==> config.mk <==
export PLATFORM = sky130hd
export DESIGN_NAME = fmap_mem_arbiter_flat
export DESIGN_NICKNAME = d
export VERILOG_FILES = /design/src/rtl/cnn_pkg.sv /design/src/rtl/fmap_mem_arbiter_if.sv /design/src/rtl/fmap_mem_arbiter_rr_pick.sv /design/src/rtl/fmap_mem_arbiter.sv /design/src/flat_wrapper.sv
export SDC_FILE = /design/constraint.sdc
export NUM_CORES = 1
export LEC_CHECK = 0
export CAP_MARGIN = 10
export CORE_MARGIN = 2
export CORE_UTILIZATION = 36
export CTS_BUF_LIST = sky130_fd_sc_hd__clkbuf_16
export DETAILED_ROUTE_END_ITERATION = 8
export MAX_ROUTING_LAYER = met4
export PLACE_DENSITY = 0.82
export REMOVE_ABC_BUFFERS = 1
export SKIP_LAST_GASP = 1
export SLEW_MARGIN = 40
export SYNTH_ARGS = -nofsm -noshare
export SYNTH_HDL_FRONTEND = slang
export SYNTH_SLANG_ARGS = --single-unit
==> constraint.sdc <==
create_clock -name clk -period 3.4 [get_ports clk]
set_input_delay 0.68 -clock clk [delete_from_list [all_inputs] [get_ports clk]]
set_output_delay 0.68 -clock clk [all_outputs]
set_load 0.005 [all_outputs]
==> src/rtl/cnn_pkg.sv <==
// Shared CNN feature-map types and defaults: arbiter FSM states, requester
// indices and the address/data widths the stage engines agree on.
package cnn_pkg;

  typedef enum logic {
    IDLE  = 1'b0,
    GRANT = 1'b1
  } arb_state_t;

  localparam int unsigned REQ_CONV  = 0;
  localparam int unsigned REQ_RELU  = 1;
  localparam int unsigned REQ_POOL  = 2;
  localparam int unsigned REQ_DENSE = 3;

  localparam int unsigned FMAP_NREQ      = 4;
  localparam int unsigned FMAP_AW        = 12;
  localparam int unsigned FMAP_DW        = 16;
  localparam int unsigned FMAP_MAX_BURST = 16;

endpackage

==> src/rtl/fmap_mem_arbiter_if.sv <==
// Requester/RAM bus of the feature-map arbiter. The arbiter takes the slave
// view; stage engines and the BRAM together form the master side.
interface fmap_mem_arbiter_if #(
  parameter int unsigned NREQ = 4,
  parameter int unsigned AW   = 12,
  parameter int unsigned DW   = 16
);
  logic [NREQ-1:0]    req;
  logic [NREQ-1:0]    last;
  logic [NREQ-1:0]    we;
  logic [NREQ*AW-1:0] addr;
  logic [NREQ*DW-1:0] wdata;
  logic [NREQ-1:0]    gnt;
  logic               mem_en;
  logic               mem_we;
  logic [AW-1:0]      mem_addr;
  logic [DW-1:0]      mem_wdata;
  logic [DW-1:0]      mem_rdata;
  logic [NREQ-1:0]    rvalid;
  logic [DW-1:0]      rdata;
  logic               busy;

  modport slave (
    input  req, last, we, addr, wdata, mem_rdata,
    output gnt, mem_en, mem_we, mem_addr, mem_wdata, rvalid, rdata, busy
  );

  modport master (
    output req, last, we, addr, wdata, mem_rdata,
    input  gnt, mem_en, mem_we, mem_addr, mem_wdata, rvalid, rdata, busy
  );
endinterface

==> src/rtl/fmap_mem_arbiter_rr_pick.sv <==
// Combinational round-robin picker: scans req upward from ptr with wrap and
// returns the first asserted requester as a one-hot winner.
module rr_pick
  import cnn_pkg::*;
#(
  parameter int unsigned NREQ = FMAP_NREQ,
  parameter int unsigned PW   = (NREQ > 1) ? $clog2(NREQ) : 1
) (
  input  logic [NREQ-1:0] req_i,
  input  logic [PW-1:0]   ptr_i,
  output logic [NREQ-1:0] winner_o,
  output logic            valid_o
);

  logic [PW-1:0] idx;

  always_comb begin
    winner_o = '0;
    valid_o  = 1'b0;
    idx      = '0;
    for (int unsigned i = 0; i < NREQ; i++) begin
      idx = PW'((32'(ptr_i) + i) % NREQ);
      if (!valid_o && req_i[idx]) begin
        winner_o[idx] = 1'b1;
        valid_o       = 1'b1;
      end
    end
  end

endmodule

==> src/rtl/fmap_mem_arbiter.sv <==
// Round-robin arbiter sharing the single-port feature-map RAM between stage
// engines. Define ARB_BURST_LIMIT_EN to force-release a grant after MAX_BURST beats.
module fmap_mem_arbiter
  import cnn_pkg::*;
#(
  parameter int unsigned NREQ      = FMAP_NREQ,
  parameter int unsigned AW        = FMAP_AW,
  parameter int unsigned DW        = FMAP_DW,
  parameter int unsigned MAX_BURST = FMAP_MAX_BURST
) (
  input  logic                clk,
  input  logic                reset,
  fmap_mem_arbiter_if.slave   bus
);

  localparam int unsigned PW = (NREQ > 1) ? $clog2(NREQ) : 1;

  arb_state_t    state_q, state_d;
  logic [PW-1:0] ptr_q, ptr_d;
  logic [NREQ-1:0] gnt_q, gnt_d;
  logic          mem_en_q, mem_en_d;
  logic          mem_we_q, mem_we_d;
  logic [AW-1:0] mem_addr_q, mem_addr_d;
  logic [DW-1:0] mem_wdata_q, mem_wdata_d;
  logic [NREQ-1:0] rtag_q, rtag_d;
  logic [NREQ-1:0] rvalid_q;

  logic [NREQ-1:0] pick_win;
  logic            pick_valid;
  logic            g_req, g_last, g_we;
  logic [AW-1:0]   g_addr;
  logic [DW-1:0]   g_wdata;
  logic [PW-1:0]   g_idx;
  logic            beat, limit_hit, rel;

  rr_pick #(
    .NREQ (NREQ),
    .PW   (PW)
  ) u_pick (
    .req_i    (bus.req),
    .ptr_i    (ptr_q),
    .winner_o (pick_win),
    .valid_o  (pick_valid)
  );

  // gnt_q is one-hot (or zero), so masking with it selects the granted lane
  always_comb begin
    g_req   = |(bus.req  & gnt_q);
    g_last  = |(bus.last & gnt_q);
    g_we    = |(bus.we   & gnt_q);
    g_addr  = '0;
    g_wdata = '0;
    g_idx   = '0;
    for (int unsigned i = 0; i < NREQ; i++) begin
      if (gnt_q[i]) begin
        g_addr  = bus.addr[i*AW +: AW];
        g_wdata = bus.wdata[i*DW +: DW];
        g_idx   = PW'(i);
      end
    end
  end

  assign beat = (state_q == GRANT) && g_req;

`ifdef ARB_BURST_LIMIT_EN
  localparam int unsigned CW = $clog2(MAX_BURST + 1);
  logic [CW-1:0] cnt_q, cnt_d;

  always_comb begin
    cnt_d = cnt_q;
    if (state_q == IDLE) cnt_d = '0;
    else if (beat)       cnt_d = cnt_q + CW'(1);
  end

  always_ff @(posedge clk) begin
    if (reset) cnt_q <= '0;
    else       cnt_q <= cnt_d;
  end

  // releases in the same cycle the MAX_BURST-th beat issues
  assign limit_hit = beat && (cnt_q == CW'(MAX_BURST - 1));
`else
  assign limit_hit = 1'b0;
`endif

  assign rel = (state_q == GRANT) && (!g_req || (beat && g_last) || limit_hit);

  always_ff @(posedge clk) begin
    if (reset) begin
      state_q     <= IDLE;
      ptr_q       <= '0;
      gnt_q       <= '0;
      mem_en_q    <= 1'b0;
      mem_we_q    <= 1'b0;
      mem_addr_q  <= '0;
      mem_wdata_q <= '0;
      rtag_q      <= '0;
      rvalid_q    <= '0;
    end else begin
      state_q     <= state_d;
      ptr_q       <= ptr_d;
      gnt_q       <= gnt_d;
      mem_en_q    <= mem_en_d;
      mem_we_q    <= mem_we_d;
      mem_addr_q  <= mem_addr_d;
      mem_wdata_q <= mem_wdata_d;
      rtag_q      <= rtag_d;
      rvalid_q    <= rtag_q;
    end
  end

  always_comb begin
    state_d = state_q;
    unique case (state_q)
      IDLE:    if (pick_valid) state_d = GRANT;
      GRANT:   if (rel)        state_d = IDLE;
      default:                 state_d = IDLE;
    endcase
  end

  always_comb begin
    gnt_d       = gnt_q;
    ptr_d       = ptr_q;
    mem_en_d    = beat;
    mem_we_d    = mem_we_q;
    mem_addr_d  = mem_addr_q;
    mem_wdata_d = mem_wdata_q;
    rtag_d      = '0;
    if (state_q == IDLE) gnt_d = pick_win;
    if (beat) begin
      mem_we_d    = g_we;
      mem_addr_d  = g_addr;
      mem_wdata_d = g_wdata;
      rtag_d      = g_we ? '0 : gnt_q;
    end
    if (rel) begin
      gnt_d = '0;
      ptr_d = (g_idx == PW'(NREQ - 1)) ? '0 : g_idx + 1'b1;
    end
  end

  assign bus.gnt       = gnt_q;
  assign bus.mem_en    = mem_en_q;
  assign bus.mem_we    = mem_we_q;
  assign bus.mem_addr  = mem_addr_q;
  assign bus.mem_wdata = mem_wdata_q;
  assign bus.rvalid    = rvalid_q;
  assign bus.rdata     = bus.mem_rdata;
  assign bus.busy      = (state_q == GRANT) | mem_en_q | (|rtag_q) | (|rvalid_q);

endmodule

==> src/flat_wrapper.sv <==
// flat-port wrapper written by rule: the top's interface ports become plain ports
module fmap_mem_arbiter_flat import cnn_pkg::*;
#(
  parameter int unsigned NREQ      = FMAP_NREQ,
  parameter int unsigned AW        = FMAP_AW,
  parameter int unsigned DW        = FMAP_DW,
  parameter int unsigned MAX_BURST = FMAP_MAX_BURST
)
  (clk, reset, bus_req, bus_last, bus_we, bus_addr, bus_wdata, bus_mem_rdata, bus_gnt, bus_mem_en, bus_mem_we, bus_mem_addr, bus_mem_wdata, bus_rvalid, bus_rdata, bus_busy);
  fmap_mem_arbiter_if #(.NREQ(NREQ), .AW(AW), .DW(DW)) bus_i ();
  input  logic clk;
  input  logic reset;
  input wire logic [$bits(bus_i.req)-1:0] bus_req;
  input wire logic [$bits(bus_i.last)-1:0] bus_last;
  input wire logic [$bits(bus_i.we)-1:0] bus_we;
  input wire logic [$bits(bus_i.addr)-1:0] bus_addr;
  input wire logic [$bits(bus_i.wdata)-1:0] bus_wdata;
  input wire logic [$bits(bus_i.mem_rdata)-1:0] bus_mem_rdata;
  output wire logic [$bits(bus_i.gnt)-1:0] bus_gnt;
  output wire logic [$bits(bus_i.mem_en)-1:0] bus_mem_en;
  output wire logic [$bits(bus_i.mem_we)-1:0] bus_mem_we;
  output wire logic [$bits(bus_i.mem_addr)-1:0] bus_mem_addr;
  output wire logic [$bits(bus_i.mem_wdata)-1:0] bus_mem_wdata;
  output wire logic [$bits(bus_i.rvalid)-1:0] bus_rvalid;
  output wire logic [$bits(bus_i.rdata)-1:0] bus_rdata;
  output wire logic [$bits(bus_i.busy)-1:0] bus_busy;
  assign bus_i.req = bus_req;
  assign bus_i.last = bus_last;
  assign bus_i.we = bus_we;
  assign bus_i.addr = bus_addr;
  assign bus_i.wdata = bus_wdata;
  assign bus_i.mem_rdata = bus_mem_rdata;
  assign bus_gnt = bus_i.gnt;
  assign bus_mem_en = bus_i.mem_en;
  assign bus_mem_we = bus_i.mem_we;
  assign bus_mem_addr = bus_i.mem_addr;
  assign bus_mem_wdata = bus_i.mem_wdata;
  assign bus_rvalid = bus_i.rvalid;
  assign bus_rdata = bus_i.rdata;
  assign bus_busy = bus_i.busy;
  fmap_mem_arbiter #(.NREQ(NREQ), .AW(AW), .DW(DW), .MAX_BURST(MAX_BURST)) u_core (.clk(clk), .reset(reset), .bus(bus_i));
endmodule
## After elaboration in Yosys (flattened, before gate mapping)

Cells that the tools add are included.

| word-level totals | value |
|---|---|
| flip-flop bits (word level) | 45 |
| output and inout port bits | 55 |
| word-level logic and storage cells | 94 |

| cells by class | value |
|---|---|
| $add $sub $neg | 4 |
| order comparisons | 8 |
| equality and inequality tests | 1 |
| mux-type cells | 39 |
| bitwise logic cells | 11 |
| reductions and logical operators | 22 |

Operators with widths:

| kind | count |
|---|---|
| $mux W16 | 4 |
| $mux W12 | 4 |
| $reduce_or A4 Y1 | 5 |
| $mux W4 | 4 |
| $mux W1 | 15 |
| $and A4 B4 Y4 | 3 |
| $lt A2 B3 Y1 const B | 4 |
| $or A4 B4 Y4 | 3 |
| $logic_and A1 B1 Y1 | 10 |
| $bmux W1 S2 | 4 |
| $demux W1 S2 | 4 |
| $ge A2 B1 Y1 const B | 4 |
| $mux W2 | 3 |
| $reduce_or A6 Y1 | 1 |
| $add A2 B1 Y2 const B | 2 |
| $add A2 B2 Y2 const B | 2 |
| $logic_not A1 Y1 | 4 |
| $or A1 B1 Y1 | 3 |
| $eq A2 B2 Y1 const B | 1 |
| $not A1 Y1 | 2 |
| $pmux W1 S2 | 1 |
| $reduce_or A2 Y1 | 1 |
| $logic_or A1 B1 Y1 | 1 |

## Longest topological paths before layout

Gate-level depths: netlist (run 1).

| logic depth | value |
|---|---|
| depth after elaboration | 14 |
| gate-level depth with buffers | 7 |
| depth with buffers taken out | 6 |

## By module

A second synthesis (run 1) with hierarchy kept.

| unflattened totals | value |
|---|---|
| cell total of the unflattened synthesis | 342 |
| area total of the unflattened synthesis | 3161.8 sq um |

By module, submodules not included:

| module | times used | cells each | area each (sq um) | sequential area each (sq um) |
|---|---|---|---|---|
| fmap_mem_arbiter | 1 | 280 | 2667.6 | 900.9 |
| rr_pick | 1 | 62 | 494.2 | 0.0 |

## Worst setup path after synthesis (run 1)

OpenSTA, ideal clock, no wires.

| timing path | value |
|---|---|
| kind | reg2reg |
| start point | reg u_core.ptr_q[0] |
| end point | reg u_core.gnt_q[1], in the netlist u_core.bus.gnt[1] |
| arrival time | 2.222 ns |
| required time | 3.278 ns |
| path slack | 1.057 ns |
| stages on the path, launching flop included | 8 |
| buffers on the path | 1 |
| period minus slack after synthesis | 2.343 ns |
| path through | dfxtp_1 buf_6 inv_1 ha_1 mux4_1 nor2b_4 a221o_1 o311a_1 |

| between the ends | value |
|---|---|
| longest elaborated chain between the ends | 12 |
| elaborated cells between the ends (all ways) | 47 |
| those cells by class | 3 x add/sub; 8 x order compare; 23 x mux; 3 x bitwise; 10 x reduce/logical |

Ends and longest elaborated chain:

| what | RTL line | text |
|---|---|---|
| from (decl) | fmap_mem_arbiter.sv:19 | `logic [PW-1:0] ptr_q, ptr_d;` |
| from (signal assigned) | fmap_mem_arbiter.sv:101 | `ptr_q <= ptr_d;` |
| branches (longest 11 deep; another with $lt A2 B3 Y1) | n/a |  |
| $mux W4 (*) | fmap_mem_arbiter_rr_pick.sv:23 | `if (!valid_o && req_i[idx]) begin` |
| to (signal assigned) | fmap_mem_arbiter.sv:102 | `gnt_q <= gnt_d;` |
| to (decl) | fmap_mem_arbiter.sv:20 | `logic [NREQ-1:0] gnt_q, gnt_d;` |

Mark *: on every way between the ends. The select of a mux whose other input is x is not followed.
A chain may end at the register's enable or synchronous reset.

## Worst setup path in the final report (run 1)

Same ends and word-level chain as after synthesis.

==> results.yml, run 1 <==
run_status:
  status: "finished clean"
detailed_routing:
  wl_per_cell_um: 16.1
  routed_wl_mm: 9.07
  vias_per_cell: 5.43
  drc: 0
  final_antenna_net_count: 0
  detail_route.first_pass.iterations: 4
  vias: 3056
  drt_iter0_markers: 76
synth:
  synth_edf_count: 0
  syn-cell-area_sq_mm: 0.00282
  synth_seq_area_share: 0.320
  synth_top_family_by_area: "simple AND/OR/NAND/NOR gates"
  avgSynthCellArea_sq_um: 8.49
  synth_ff_type: "dfxtp_1"
  synth_seq_cells: 45
  synth-xor-area-share: 0
  yosys.area_share.adder: 0.0222
  synth_warnings: 0
  synth_mux_area_frac: 0.0360
  postSynthCellCount: 332
  ys_types: 34
  synth-async-reset-ratio: 0
  synth-compound-area-share: 0.254
  synthSimpleGateAreaFrac: 0.273
timing:
  finalHoldWorstSlack_ns: 0.471
  final_max_slew_viol_count: 0
  max_slew_margin: 0.535
  grt_setup_unrepaired: "false"
  finalHoldViolCount: 0
  finalClockSkew_ns: 0.00393
  worstMarginPinSlew_ns: 0.695
  setup_violations: 0
  max_freq_mhz: 382
  post-route-period-util: 0.769
  period_needed_ns: 2.62
critical_path:
  worstSetupPathType: "register to register"
  cp-start-kind: "register"
  cp.required_ns: 3.56
  crit_arrival_ns: 2.77
  crit_path_end_kind: "register"
  crit_fanout: 8
power_and_ir_drop:
  combinationalPowerShare: 0.474
  net-switching-power_uw: 836
  finalPower_uw: 2390
  ir_drop_mv: 0.215
  intPower_uw: 1560
  p_per_area_mw_per_mm2: 527
  switching_share: 0.349
  p_seq_frac: 0.338
  p_clk_frac: 0.188
  p_leak_uw: 0.00164
cts:
  clkLatencyLatePin_ns: 0.28
  cts_made_buffers: 5
  cts_setup_buffers: 0
  cts_num_sinks: 45
  cts_tree: "built"
  clock_path_buffers: 2
  clkTransAtPathRegs_ns: 0.06
  cts_max_level: 2
  root_buffer: "clkbuf_16"
  ctsHoldBuffers: 0
  post_cts_resized: 0
flow_run:
  drv_cap: 0
cells_and_area:
  mostFrequentLayoutCells: "clkdlybuf4s50_1 (164), dfxtp_1 (42), nor2b_1 (34)"
  nNetsFinal: 607
  final_cell_area_sq_mm: 0.00454
  drive_gt1_frac: 0.0456
  n_fill_cell: 668
  insertedDiodeCount: 0
  final_common_cell: "clkdlybuf4s50_1"
  syn2layout_area_growth_pct: 61.2
placement:
  hpwl_mm: 6.70
  placed_area_sq_mm: 0.00440
  portBuffers: 164
  routabilityCongestion: 0.779
die:
  ios: 197
  initial_core_util: 0.368
  fp.dieW_um: 92.5
  rows: 32
  core_area_sq_mm: 0.00765
  die_y_um: 92.5
  die_area_sq_mm: 0.00855
global_route:
  grt_max_degree: 60
  grt_overflow: 0
  grt_pass1_wl_mm: 14.0
  grt_pass1_vias: 2888
  antenna_found_initial: 0
  grt.total_usage: 0.206
hold_path:
  hold_path_class: "register to register"
## cells in the mapped netlist (2+ instances only)
cell type / number / area share
mux4_1: 3 / 0.028
nor4_1: 2 / 0.0044
nor2_1: 32 / 0.043
inv_1: 2 / 0.0027
buf_4: 16 / 0.043
a22o_1: 2 / 0.0062
dfxtp_1: 45 / 0.32
a22oi_1: 4 / 0.011
nor3_1: 28 / 0.050
o311a_1: 32 / 0.11
a221oi_1: 28 / 0.087
a221o_1: 4 / 0.014
nand2b_1: 5 / 0.011
buf_2: 8 / 0.014
nand2_1: 30 / 0.040
clkbuf_1: 23 / 0.031
ha_1: 5 / 0.022
and2_1: 12 / 0.027
nor2b_1: 35 / 0.078
o2bb2ai_1: 2 / 0.0062
## layout make-up
class	instances	area, sq um	share of cell area
repair buffers	170	1700	0.374
multi-input cells	236	1660	0.366
flip-flops and latches	45	907	0.200
well taps	102	128	0.0281
clock buffers	5	125	0.0275
clock inverters	3	13.8	0.00303
inverters	2	7.51	0.00165
## flip-flops by register name, summed over array words and instances, names as in the netlist
name and flops:
u_core.bus.gnt 4, u_core.bus.mem_addr 12, u_core.ptr_q 2, u_core.bus.rvalid 4, u_core.rtag_q 4, u_core.state_q 1
u_core.bus.mem_wdata 16, u_core.bus.mem_we 1, u_core.bus.mem_en 1
## stage by stage
stage / setup TNS (ns) / worst slack (ns) / utilization / cells
final: 0 / 0.785 / 0.594 / 563
after floorplan: -24.96 / -0.846 / - / 283
after global routing: 0 / 0.678 / 0.594 / 563
after detailed placement: 0 / 0.685 / 0.575 / 555
after global placement: 0 / 0.753 / 0.575 / 555
after CTS: 0 / 0.804 / 0.593 / 563
## cell families (layout without fill, tap and decap cells)
family                     after synthesis  after routing
muxes                                    4              4
AOI/OAI and AO/OA                       78             78
adders and majority gates                5              5
buffers and inverters                   51            180
and+or+nand+nor                        149            149
DFF                                     45             45
## worst paths after layout
| check | startpoint | to | slack, ns | depth (start not counted) |
|---|---|---|---|---|
| max reg2reg | u_core.ptr_q[0]$_SDFFE_PP0P_ | u_core.bus.gnt[1]$_SDFFE_PP0N_ | 0.78 | 6 |
| max | u_core.ptr_q[0]$_SDFFE_PP0P_ | u_core.bus.gnt[1]$_SDFFE_PP0N_ | 0.78 | 6 |
| min reg2reg | u_core.rtag_q[3]$_SDFF_PP0_ | u_core.bus.rvalid[3]$_SDFF_PP0_ | 0.47 | 1 |
| min | u_core.rtag_q[3]$_SDFF_PP0_ | u_core.bus.rvalid[3]$_SDFF_PP0_ | 0.47 | 1 |
## metal layers
metal | vias up | global-route usage | wire length (um)
met5 | - | - | 0
met4 | 0 | 0.0286 | 46
li1 | 1481 | - | -
met2 | 138 | 0.364 | 4570
met3 | 8 | 0.0643 | 792
met1 | 1429 | 0.234 | 3670
## critical path, stage by stage (launching register included)
cell	delay, ns
dfxtp_1	0.54
inv_1	0.14
ha_1	0.34
mux4_1	0.66
nor2b_4	0.19
a221o_1	0.30
o311a_1	0.33
## power by group through the flow
stage | Clock [uW] | Combinational [uW] | Sequential [uW]
2_1_floorplan | 0 | 606 | 800
3_3_place_gp | 0 | 1110 | 809
3_5_place_dp | 0 | 1140 | 817
4_1_cts | 463 | 1150 | 807
5_1_grt | 487 | 1250 | 834
6_report | 451 | 1130 | 809
(Power assumes the default switching activity.)
==> inputs of run 2 (changes only) <==
==> constraint.sdc (replaced) <==
create_clock -name clk -period 2.5 [get_ports clk]
set_input_delay 0.5 -clock clk [delete_from_list [all_inputs] [get_ports clk]]
set_output_delay 0.5 -clock clk [all_outputs]
set_load 0.005 [all_outputs]
==> results.yml, run 2 (synthesis gave the netlist of run 1 again) <==
cells_and_area:
  n_fill_cell: 697
  drive_gt1_frac: 0.0578
  insertedDiodeCount: 0
  fin_util: 0.600
  syn2layout_area_growth_pct: 62.9
  largest_register_ffs: 16
  final_common_cell: "clkdlybuf4s50_1"
  mostFrequentLayoutCells: "clkdlybuf4s50_1 (164), dfxtp_1 (43), nor2b_1 (34)"
  nNetsFinal: 613
  stdcell_count: 569
cts:
  cts_setup_buffers: 0
  cts_num_sinks: 45
  ctsHoldBuffers: 0
  cts_max_level: 2
  post_cts_resized: 0
  root_buffer: "clkbuf_16"
  cts_tree: "built"
  clkLatencyLatePin_ns: 0.28
  cts_made_buffers: 5
  clkTransAtPathRegs_ns: 0.07
  clock_path_buffers: 2
global_route:
  grt_pass1_vias: 2970
  grt.total_usage: 0.207
  grt_overflow: 0
  grt_pass1_wl_mm: 14.0
  antenna_found_initial: 0
  grt_max_degree: 60
detailed_routing:
  drc: 0
  vias: 3055
  final_antenna_net_count: 0
  routed_wl_mm: 9.07
  wl_per_cell_um: 15.9
  detail_route.first_pass.iterations: 4
  vias_per_cell: 5.37
  drt_iter0_markers: 80
timing:
  max_freq_mhz: 430
  finalHoldViolCount: 0
  final_max_slew_viol_count: 0
  setup_tns_ns: 0
  max_slew_margin: 0.592
  finalClockSkew_ns: 0.00751
  layout_setup_ws_ns: 0.177
  period_needed_ns: 2.32
  post-route-period-util: 0.929
  grt_setup_unrepaired: "false"
  worstMarginPinSlew_ns: 0.611
  setup_violations: 0
critical_path:
  worst_path_max_delay_cell: "mux4_1"
  cpPeakStageDelay_ns: 0.65
  critical_path.cell_chain: "inv_1 > ha_1 > mux4_1 > nor2b_4 > a221o_1 > o311a_1"
  cp-start-kind: "register"
  cp.required_ns: 2.67
  worstSetupPathType: "register to register"
  crit_fanout: 4
  crit_family: "multiplexers"
  crit_arrival_ns: 2.49
  crit_buf_inv: 1
  crit_path_end_kind: "register"
flow_run:
  drv_cap: 0
power_and_ir_drop:
  p_per_area_mw_per_mm2: 724
  ir_drop_mv: 0.333
  p_leak_uw: 0.00167
placement:
  placed_cells: 561
  portBuffers: 164
  pre_cts_ws_ns: -0.0447
  hpwl_mm: 6.83
  routabilityCongestion: 0.828
die:
  rows: 32
  ios: 197
  initial_core_util: 0.368
  die_y_um: 92.5
  die_area_sq_mm: 0.00855
  core_area_sq_mm: 0.00765
  fp.dieW_um: 92.5
hold_path:
  hold_path_class: "register to register"
run_status:
  status: "finished clean"
==> run 2: final cells by class <==
type | instances | area [sq um] | share of cell area
timing repair buffer | 176 | 1740 | 0.380
sequential | 45 | 903 | 0.197
clock inverter | 3 | 21.3 | 0.00463
multi-input combinational | 236 | 1660 | 0.362
tap | 102 | 128 | 0.0278
inverter | 2 | 7.51 | 0.00164
clock buffer | 5 | 125 | 0.0273
==> run 2: path summary, 6_finish.rpt <==
check                               start                              end  slack (ns)  cells past startpoint
min reg2reg   u_core.rtag_q[0]$_SDFF_PP0_  u_core.bus.rvalid[0]$_SDFF_PP0_        0.47                      1
max reg2reg  u_core.ptr_q[0]$_SDFFE_PP0P_   u_core.bus.gnt[1]$_SDFFE_PP0N_        0.18                      6
max          u_core.ptr_q[0]$_SDFFE_PP0P_   u_core.bus.gnt[1]$_SDFFE_PP0N_        0.18                      6
min           u_core.rtag_q[0]$_SDFF_PP0_  u_core.bus.rvalid[0]$_SDFF_PP0_        0.47                      1
==> run 2: where the power goes <==
| part | total [uW] | switching [uW] | internal, uW |
|---|---|---|---|
| Combinational | 1720 | 787 | 929 |
| Sequential | 966 | 107 | 859 |
| Clock | 642 | 270 | 372 |
| Total | 3330 | 1160 | 2160 |
==> run 2: stage by stage <==
| step | total power (uW) | hold slack (ns) | instance area, sq um |
|---|---|---|---|
| final | 3330 | 0.466 | 4590 |
| after CTS | 3360 | 0.465 | 4590 |
| after global routing | 3560 | 0.488 | 4590 |
| after detailed placement | 2710 | 0.453 | 4440 |
| after floorplan | 1910 | 0.438 | 2560 |
| after global placement | 2660 | 0.447 | 4440 |
==> run 2: routing by layer <==
metal / vias to the layer above / wire [um] / GRT usage
li1: 1493 / - / -
met1: 1415 / 3650 / 0.228
met2: 135 / 4530 / 0.368
met3: 12 / 784 / 0.0683
met4: 0 / 113 / 0.0398
met5: - / 0 / -
==> run 2: worst register-to-register path, stage by stage, from the launching register on <==
cell	delay (ns)
dfxtp_1	0.33
inv_1	0.07
ha_1	0.33
mux4_1	0.65
nor2b_4	0.19
a221o_1	0.32
o311a_1	0.33
